## src/rtl/noc_pkg.sv

```systemverilog
// Shared NoC definitions: flit type codes, router port indices, default length width.
package noc_pkg;

  localparam logic [2:0] FLIT_IDLE = 3'b000;
  localparam logic [2:0] FLIT_HEAD = 3'b110;
  localparam logic [2:0] FLIT_BODY = 3'b100;
  localparam logic [2:0] FLIT_TAIL = 3'b101;

  typedef enum logic [2:0] {
    PORT_L = 3'd0,
    PORT_N = 3'd1,
    PORT_E = 3'd2,
    PORT_W = 3'd3,
    PORT_S = 3'd4
  } port_e;

  localparam int NOC_LEN_W = 12;

endpackage

```

## src/rtl/inj_budget_calc.sv

```systemverilog
// Timer budget for the arbiter: remaining flits, plus the header if still unsent,
// plus slack, saturated to the timer width.
module inj_budget_calc #(
  parameter int LEN_W = 12,
  parameter int SLACK = 4
) (
  input  logic [LEN_W-1:0] rem,
  input  logic             hdr_pending,
  output logic [LEN_W-1:0] length
);

  localparam longint unsigned LEN_MAX = (64'd1 << LEN_W) - 64'd1;

  function automatic logic [LEN_W-1:0] sat_len(input longint unsigned sum);
    return (sum > LEN_MAX) ? '1 : sum[LEN_W-1:0];
  endfunction

  always_comb begin
    length = sat_len(64'(rem) + 64'(hdr_pending) + 64'(SLACK));
  end

endmodule

```

## src/rtl/flit_injector.sv

```systemverilog
// Network-interface transmitter: requests the router arbiter, streams header and payload
// flits while granted, stalls and re-requests on grant loss. Define INJ_STATS_EN for counters.
module flit_injector
  import noc_pkg::*;
#(
  parameter int DATA_W = 32,
  parameter int LEN_W  = NOC_LEN_W,
  parameter int DEST_W = 4,
  parameter int SLACK  = 4
) (
  input  logic              clk,
  input  logic              rst,
  input  logic              pkt_valid,
  output logic              pkt_ready,
  input  logic [DEST_W-1:0] pkt_dest,
  input  logic [LEN_W-1:0]  pkt_len,
  input  logic              pl_valid,
  output logic              pl_ready,
  input  logic [DATA_W-1:0] pl_data,
  input  logic              grant,
  output logic              req,
  output logic [2:0]        flit_id,
  output logic [LEN_W-1:0]  length,
  output logic              flit_valid,
  output logic [DATA_W-1:0] flit_data
`ifdef INJ_STATS_EN
  ,
  output logic [15:0]       pkt_cnt,
  output logic [15:0]       preempt_cnt
`endif
);

  typedef enum logic [2:0] {
    S_IDLE,
    S_REQ,
    S_HEAD,
    S_BODY,
    S_WAIT,
    S_REL
  } state_t;

  state_t              state_q, state_d;
  logic [LEN_W-1:0]    rem_q, rem_d;
  logic [LEN_W-1:0]    len_q, len_d;
  logic [DEST_W-1:0]   dest_q, dest_d;
  logic                hdr_q, hdr_d;
  logic                live_q;
  logic                req_d;
  logic [2:0]          id_d;
  logic [LEN_W-1:0]    length_d;
  logic                fv_d;
  logic [DATA_W-1:0]   fd_d;
  logic [LEN_W-1:0]    bud_rem;
  logic                bud_hdr;
  logic [LEN_W-1:0]    budget;
  logic [DATA_W-1:0]   hdr_word;

  // live_q keeps pkt_ready low for the first cycle after reset release
  assign pkt_ready = live_q && (state_q == S_IDLE);
  assign pl_ready  = (state_q == S_BODY) && grant;

  // In S_IDLE the budget is for the incoming descriptor, header included
  assign bud_rem = (state_q == S_IDLE) ? pkt_len : rem_q;
  assign bud_hdr = (state_q == S_IDLE) || hdr_q;

  inj_budget_calc #(
    .LEN_W (LEN_W),
    .SLACK (SLACK)
  ) u_budget (
    .rem         (bud_rem),
    .hdr_pending (bud_hdr),
    .length      (budget)
  );

  always_comb begin
    hdr_word = '0;
    hdr_word[DEST_W+LEN_W-1:0] = {dest_q, len_q};
  end

  always_comb begin
    state_d  = state_q;
    rem_d    = rem_q;
    hdr_d    = hdr_q;
    dest_d   = dest_q;
    len_d    = len_q;
    req_d    = req;
    id_d     = flit_id;
    length_d = length;
    fv_d     = 1'b0;
    fd_d     = flit_data;
    case (state_q)
      S_IDLE: begin
        if (pkt_valid && pkt_ready) begin
          dest_d   = pkt_dest;
          len_d    = pkt_len;
          rem_d    = pkt_len;
          hdr_d    = 1'b1;
          req_d    = 1'b1;
          id_d     = FLIT_HEAD;
          length_d = budget;
          state_d  = S_REQ;
        end
      end
      S_REQ: begin
        if (grant) state_d = S_HEAD;
      end
      S_HEAD: begin
        if (grant) begin
          fv_d    = 1'b1;
          id_d    = FLIT_HEAD;
          fd_d    = hdr_word;
          hdr_d   = 1'b0;
          state_d = (rem_q == '0) ? S_REL : S_BODY;
        end else begin
          length_d = budget;
          state_d  = S_WAIT;
        end
      end
      S_BODY: begin
        if (!grant) begin
          id_d     = FLIT_HEAD;
          length_d = budget;
          state_d  = S_WAIT;
        end else if (pl_valid) begin
          fv_d  = 1'b1;
          fd_d  = pl_data;
          rem_d = rem_q - LEN_W'(1);
          if (rem_q == LEN_W'(1)) begin
            id_d    = FLIT_TAIL;
            state_d = S_REL;
          end else begin
            id_d = FLIT_BODY;
          end
        end else begin
          // bubble: must not present HEAD or the arbiter would keep reloading the timer
          id_d = FLIT_BODY;
        end
      end
      S_WAIT: begin
        if (grant) state_d = hdr_q ? S_HEAD : S_BODY;
      end
      S_REL: begin
        req_d   = 1'b0;
        id_d    = FLIT_IDLE;
        state_d = S_IDLE;
      end
      default: state_d = S_IDLE;
    endcase
  end

  always_ff @(posedge clk) begin
    if (rst) begin
      state_q    <= S_IDLE;
      rem_q      <= '0;
      hdr_q      <= 1'b0;
      live_q     <= 1'b0;
      req        <= 1'b0;
      flit_id    <= FLIT_IDLE;
      length     <= '0;
      flit_valid <= 1'b0;
      flit_data  <= '0;
    end else begin
      state_q    <= state_d;
      rem_q      <= rem_d;
      hdr_q      <= hdr_d;
      live_q     <= 1'b1;
      req        <= req_d;
      flit_id    <= id_d;
      length     <= length_d;
      flit_valid <= fv_d;
      flit_data  <= fd_d;
    end
  end

  always_ff @(posedge clk) begin
    dest_q <= dest_d;
    len_q  <= len_d;
  end

`ifdef INJ_STATS_EN
  always_ff @(posedge clk) begin
    if (rst) begin
      pkt_cnt     <= '0;
      preempt_cnt <= '0;
    end else begin
      if (state_q == S_REL) pkt_cnt <= pkt_cnt + 16'd1;
      if (state_d == S_WAIT && state_q != S_WAIT) preempt_cnt <= preempt_cnt + 16'd1;
    end
  end
`endif

endmodule

```

## config.mk

```make
export PLATFORM = sky130hd
export DESIGN_NAME = flit_injector
export DESIGN_NICKNAME = d
export VERILOG_FILES = /design/src/rtl/noc_pkg.sv /design/src/rtl/inj_budget_calc.sv /design/src/rtl/flit_injector.sv
export SDC_FILE = /design/constraint.sdc
export NUM_CORES = 1
export LEC_CHECK = 0
export ABC_AREA = 1
export CORE_MARGIN = 3
export CORE_UTILIZATION = 45
export CTS_BUF_LIST = sky130_fd_sc_hd__clkbuf_4 sky130_fd_sc_hd__clkbuf_8
export DETAILED_ROUTE_END_ITERATION = 7
export GPL_TIMING_DRIVEN = 0
export PLACE_DENSITY_LB_ADDON = 0.25
export SKIP_CTS_REPAIR_TIMING = 1
export SLEW_MARGIN = 10
export SYNTH_ARGS = -nofsm -noshare
export SYNTH_HDL_FRONTEND = slang
export SYNTH_SLANG_ARGS = --single-unit
```

## constraint.sdc

```tcl
create_clock -name clk -period 4.1 [get_ports clk]
set_input_delay 0.82 -clock clk [delete_from_list [all_inputs] [get_ports clk]]
set_output_delay 0.82 -clock clk [all_outputs]
set_load 0.05 [all_outputs]
```

# [Yosys cells after proc, flatten, opt, wreduce, memory -nomap -nowiden]
# Index checks and enable logic that the tools add are counted.
[word_totals] ff_bits=82 latchBits=0 ramBits=0 mem_bits_ro=0 inputBits=53 output_inout_bits=51 memories=0
[op_classes] addsub=3 mul=0 div_mod_pow=0 n_lt_le_gt_ge=1 n_eq_ne=15 shift=0 muxes=38 bitwise_logic=0 reduce_logical=21
[ops] op="$mux W32" count=3
[ops] op="$mux W12" count=7
[ops] op="$add A64 B3 Y64 const B" count=1
[ops] op="$gt A64 B12 Y1 const B" count=1
[ops] op="$pmux W32 S2" count=1
[ops] op="$pmux W12 S2" count=2
[ops] op="$mux W3" count=12
[ops] op="$pmux W3 S5" count=1
[ops] op="$add A12 B1 Y13" count=1
[ops] op="$eq A12 B1 Y1 const B" count=1
[ops] op="$logic_not A12 Y1" count=1
[ops] op="$ne A2 B2 Y1 const B" count=6
[ops] op="$pmux W3 S4" count=1
[ops] op="$sub A12 B1 Y12 const B" count=1
[ops] op="$reduce_bool A2 Y1" count=5
[ops] op="$reduce_and A3 Y1" count=3
[ops] op="$mux W1" count=8
[ops] op="$reduce_and A4 Y1" count=2
[ops] op="$eq A3 B2 Y1 const B" count=2
[ops] op="$eq A3 B3 Y1 const B" count=2
[ops] op="$pmux W1 S2" count=3
[ops] op="$reduce_and A5 Y1" count=1
[ops] op="$reduce_and A2 Y1" count=2
[ops] op="$reduce_bool A4 Y1" count=1
[ops] op="8 further kinds" count=10

# [Longest topological paths before layout]
[depth] depth_word=8 depth_mapped=22 depth_no_buf=21

# [By module]
# Synthesis repeated with hierarchy kept, for this count alone.
[hier_totals] cells_unflattened=558 hier_area_um2=4061.4
[by_module_without_submodules] mod="flit_injector" instances=1 cells_per_inst=491 area_each_um2=3701.0 seq_area_each_um2=1801.7
[by_module_without_submodules] mod="inj_budget_calc" instances=1 cells_per_inst=67 area_each_um2=360.3 seq_area_each_um2=0.0

# [Least setup slack after synthesis]
# OpenSTA, ideal clock, no wires.
[synth_timing] path_kind="register -> register" from="register state_q[0]" to="register length[8]" arrival_time_ns=2.782 required_time_ns=3.981 path_slack_ns=1.199 stages_incl_launch_ff=15 period_less_slack_ns=2.901 path_cell_list="dfxtp_1 > nor2_4 > nand2_4 > buf_6 > nor2_1 > nand2_1 > inv_1 > nor2_1 > inv_1 > nand3_2 > inv_2 > buf_4 > nand3_1 > nor2_2 > nor2_2"
[synth_via] elab_cells_between_ends=19 classes_between="2 x add/sub; 1 x order compare; 4 x eq/ne; 5 x mux; 7 x reduce/logical"
[synth_rtl] element="start: declaration" line_no="flit_injector.sv:42" source="state_t state_q, state_d;"
[synth_rtl] element="start signal: assignment" line_no="flit_injector.sv:163" source="state_q <= state_d;"
[synth_rtl] element="$logic_not A3 Y1" line_no="flit_injector.sv:59" source="assign pkt_ready = live_q && (state_q == S_IDLE);"
[synth_rtl] element="$logic_and A1 B1 Y1" line_no="flit_injector.sv:59"
[synth_rtl] element="named net pkt_ready" line_no="flit_injector.sv:14" source="output logic pkt_ready,"
[synth_rtl] element="$logic_and A1 B1 Y1" line_no="flit_injector.sv:93" source="if (pkt_valid && pkt_ready) begin"
[synth_rtl] element="$ne A2 B1 Y1 (no line)"
[synth_rtl] element="$reduce_and A3 Y1 (no line)"
[synth_rtl] element="end signal: assignment" line_no="flit_injector.sv:169" source="length <= length_d;"
[synth_rtl] element="end: declaration" line_no="flit_injector.sv:23" source="output logic [LEN_W-1:0] length,"
# The timed path passes the listed nets, and every way through them passes these cells. The select of a mux whose other input is x is not followed.
# A chain may end at the register's enable or synchronous reset.

# [Final worst setup path]
[layout_timing] from="register state_q[0]" to="register length[10]"
[layout_via] elab_chain_cells=8 elab_cells_between_ends=19 classes_between="2 x add/sub; 1 x order compare; 4 x eq/ne; 5 x mux; 7 x reduce/logical"
[layout_rtl] element="$logic_not A3 Y1"
[layout_rtl] element="$mux W12 or $logic_or A1 B1 Y1 (tied branches)" line_no="flit_injector.sv:63, flit_injector.sv:64"
[layout_rtl] element="$add A12 B1 Y13" line_no="inj_budget_calc.sv:19" source="length = sat_len(64'(rem) + 64'(hdr_pending) + 64'(SLACK));"
[layout_rtl] element="$add A64 B3 Y64" line_no="inj_budget_calc.sv:19"
[layout_rtl] element="$gt A64 B12 Y1" line_no="inj_budget_calc.sv:15" source="return (sum > LEN_MAX) ? '1 : sum[LEN_W-1:0];"
[layout_rtl] element="$mux W12" line_no="inj_budget_calc.sv:15"
[layout_rtl] element="$mux W12 (on tied branches)" line_no="flit_injector.sv:108, flit_injector.sv:120, flit_injector.sv:93"
[layout_rtl] element="$pmux W12 S2" line_no="flit_injector.sv:91" source="case (state_q)"
# Several ways; a longest one is shown, not always the timed one. The select of a mux whose other input is x is not followed.

==> impl_metrics.toml <==
[timing]
hold_viol_final = 0
rsz0062_at_grt = "no"
clock.fmax_mhz = 295
period_minus_slack_ps = 3390
holdWs_ps = 469
slew_viol_final = 0
relSlewSlack_pct = 53.9
setup-violations-final = 0
tightest_slew_ps = 691
fin_tns_setup_ps = 0
skew_ps = 8.44
min_period_over_period_pct = 82.6

[setup_path]
slowest_delay_ps = 470
cp-start-kind = "flip-flop"
cp_max_fo = 10
crit_type = "flip-flop to flip-flop"
path_buf_inv = 4
worstPathRequired_ps = 4390
cp_top_family = "simple AND/OR/NAND/NOR gates"
crit_arrival_ps = 3670
end_kind = "flip-flop"
critPathSlowestCell = "dfxtp_1"
cp_cell_sequence = "nor2_4, nand2_4, buf_2, inv_1, or2_2, ha_1, ha_1, inv_1, nor2_1, nor2_1, ha_1, inv_1, nor2_1, nand2_2, nor2_4, nand2_2, o21ai_4, nor2_2, nor2_2"

[layout]
final_common_cell = "nand2_1"
fill_cells = 818
fin_cells = 841
syn_to_final_growth_pct = 32.7
antenna_cells = 0
nNetsFinal = 769
layout-drive-gt1-share_pct = 9.09
layout_common_cells = "nand2_1 (144), clkdlybuf4s50_1 (102), dfxtp_1 (66), inv_1 (59)"

[die]
die_y_um = 104
ioPinCount = 104
die-area_mm2 = 0.0107
die-width_um = 104
coreArea_mm2 = 0.00898
start_util_pct = 47.7
rows = 34

[grt]
antenna_found_initial = 0
grtUsageTotal_pct = 23.2
grt_pass1_wl_um = 20700
grt_pass1_vias = 4375
overflow = 0
grt_max_degree = 19

[route]
vias_per_cell = 5.21
ant_nets = 0
firstDrtPassIters = 5
drc_errors = 0
drt-initial-drc-count = 298
wl_um = 12200
post_drt_wl_per_cell_um = 14.6
vias = 4381

[clock_network]
insertion_delay_ps = 350
cts_tree = "done"
clock_path_buffers = 2
htree_levels = 3
clockRootBuffer = "clkbuf_8"
numCtsBuffers = 9
clk_pin_slew_ps = 90
cts_sinks = 82

[logic_synthesis]
syn_area_mm2 = 0.00428
synth-seq-area-share_pct = 42.1
synth_area_leader_cell = "dfxtp_1"
synth_fp_nets = 656
synthFlopType = "dfxtp_1"
synth_area_per_cell_um2 = 7.18
yosysUniqueCellTypes = 37
yosys-top-cells-area = "dfxtp_1 (31%), nand2_1 (13%), edfxtp_1 (11%)"
netlist_instances = 597
synth_async_sr_flop_share_pct = 0
ys_ff_latch = 82
synth_top_area_share_pct = 30.8
synth_edf_count = 16
yosys_warnings = 0

[place]
placed_cells = 825
gp_congestion = 0.917
portBuffers = 102
dp_hpwl_um = 9330

[pwr]
p_leak_nw = 2.35
irDropWorstVdd_mv = 0.379
p_per_area_mw_per_mm2 = 661

[min_path]
hold_path_class = "flip-flop to flip-flop"

[status]
run_status = "complete, no violations"

[flow_run]
cap_violations = 0
-- logic make-up (layout without fill, tap and decap cells) --
family          count (synthesis)  count (layout)  share of synthesized area [%]
fa+ha+maj                       6               6                           1.75
buf+inv                        91             209                           8.62
compound gates                128             128                           16.6
flops                          82              82                           42.1
xor+xnor                        6               6                           1.23
simple gates                  284             284                           29.8
-- cells in the mapped netlist, drive strengths merged, types with 4 or more instances --
master  number
clkbuf      17
ha           6
nand3       53
a21o         4
dfxtp       66
nand2      156
inv         63
buf         10
a31oi       20
o21ai       57
nand4        4
edfxtp      16
nor2        65
a21oi       40
-- report_power, final --
part           switching [mW]  total (mW)  internal [mW]
registers               0.113        1.10          0.989
clock network           0.303       0.655          0.352
logic                    1.33        2.00          0.667
total                    1.75        3.75           2.01
-- per-stage QoR --
step / setup slack [ps] / total power, mW / util [%] / area, um2
3_3_place_gp: 577 / 3.06 / 60.9 / 5460
4_1_cts: 756 / 3.75 / 63.3 / 5680
6_report: 715 / 3.75 / 63.3 / 5680
3_5_place_dp: 521 / 3.10 / 60.9 / 5460
5_1_grt: 411 / 4.03 / 63.3 / 5680
2_1_floorplan: 1200 / 2.55 / - / 4280
-- area by class of cell --
cell class	count	area [um2]	share of cell area, %
clock inverter	6	90.1	1.58
sequential	82	1800	31.7
inverter	64	240	4.23
tap	126	158	2.77
buffer	27	129	2.27
timing repair buffer	102	1020	18.0
clock buffer	10	131	2.31
multi-input combinational	424	2110	37.2
-- metal layers --
metal / global-route usage (%) / vias up / wire (um)
met3: 4.66 / 14 / 779
met4: 6.65 / 0 / 181
li1: - / 2178 / -
met1: 28.6 / 2035 / 5290
met5: 0 / - / 0
met2: 41.4 / 154 / 5990
-- state kept, by name, summed over array words and instances, names as in the netlist --
register / count
flit_data: 32
len_q: 12
length: 12
rem_q: 12
dest_q: 4
flit_id: 3
state_q: 3
flit_valid: 1
hdr_q: 1
live_q: 1
req: 1
-- worst min-delay path: cells and delay by family, from the launching register on --
family             cells  cell delay, ps
AOI/OAI and AO/OA      1              50
DFF                    1             320
and+or+nand+nor        1              60
-- path summary, 6_finish.rpt --
check	from	endpoint	slack (ps)	cells past startpoint
hold / removal	flit_id[1]	flit_id[1]	470	2
setup reg to reg	state_q[0]	length[10]	710	19
hold reg to reg	flit_id[1]	flit_id[1]	470	2
setup / recovery	state_q[0]	length[10]	710	19
Note: power is estimated with default switching activity, not from simulation.
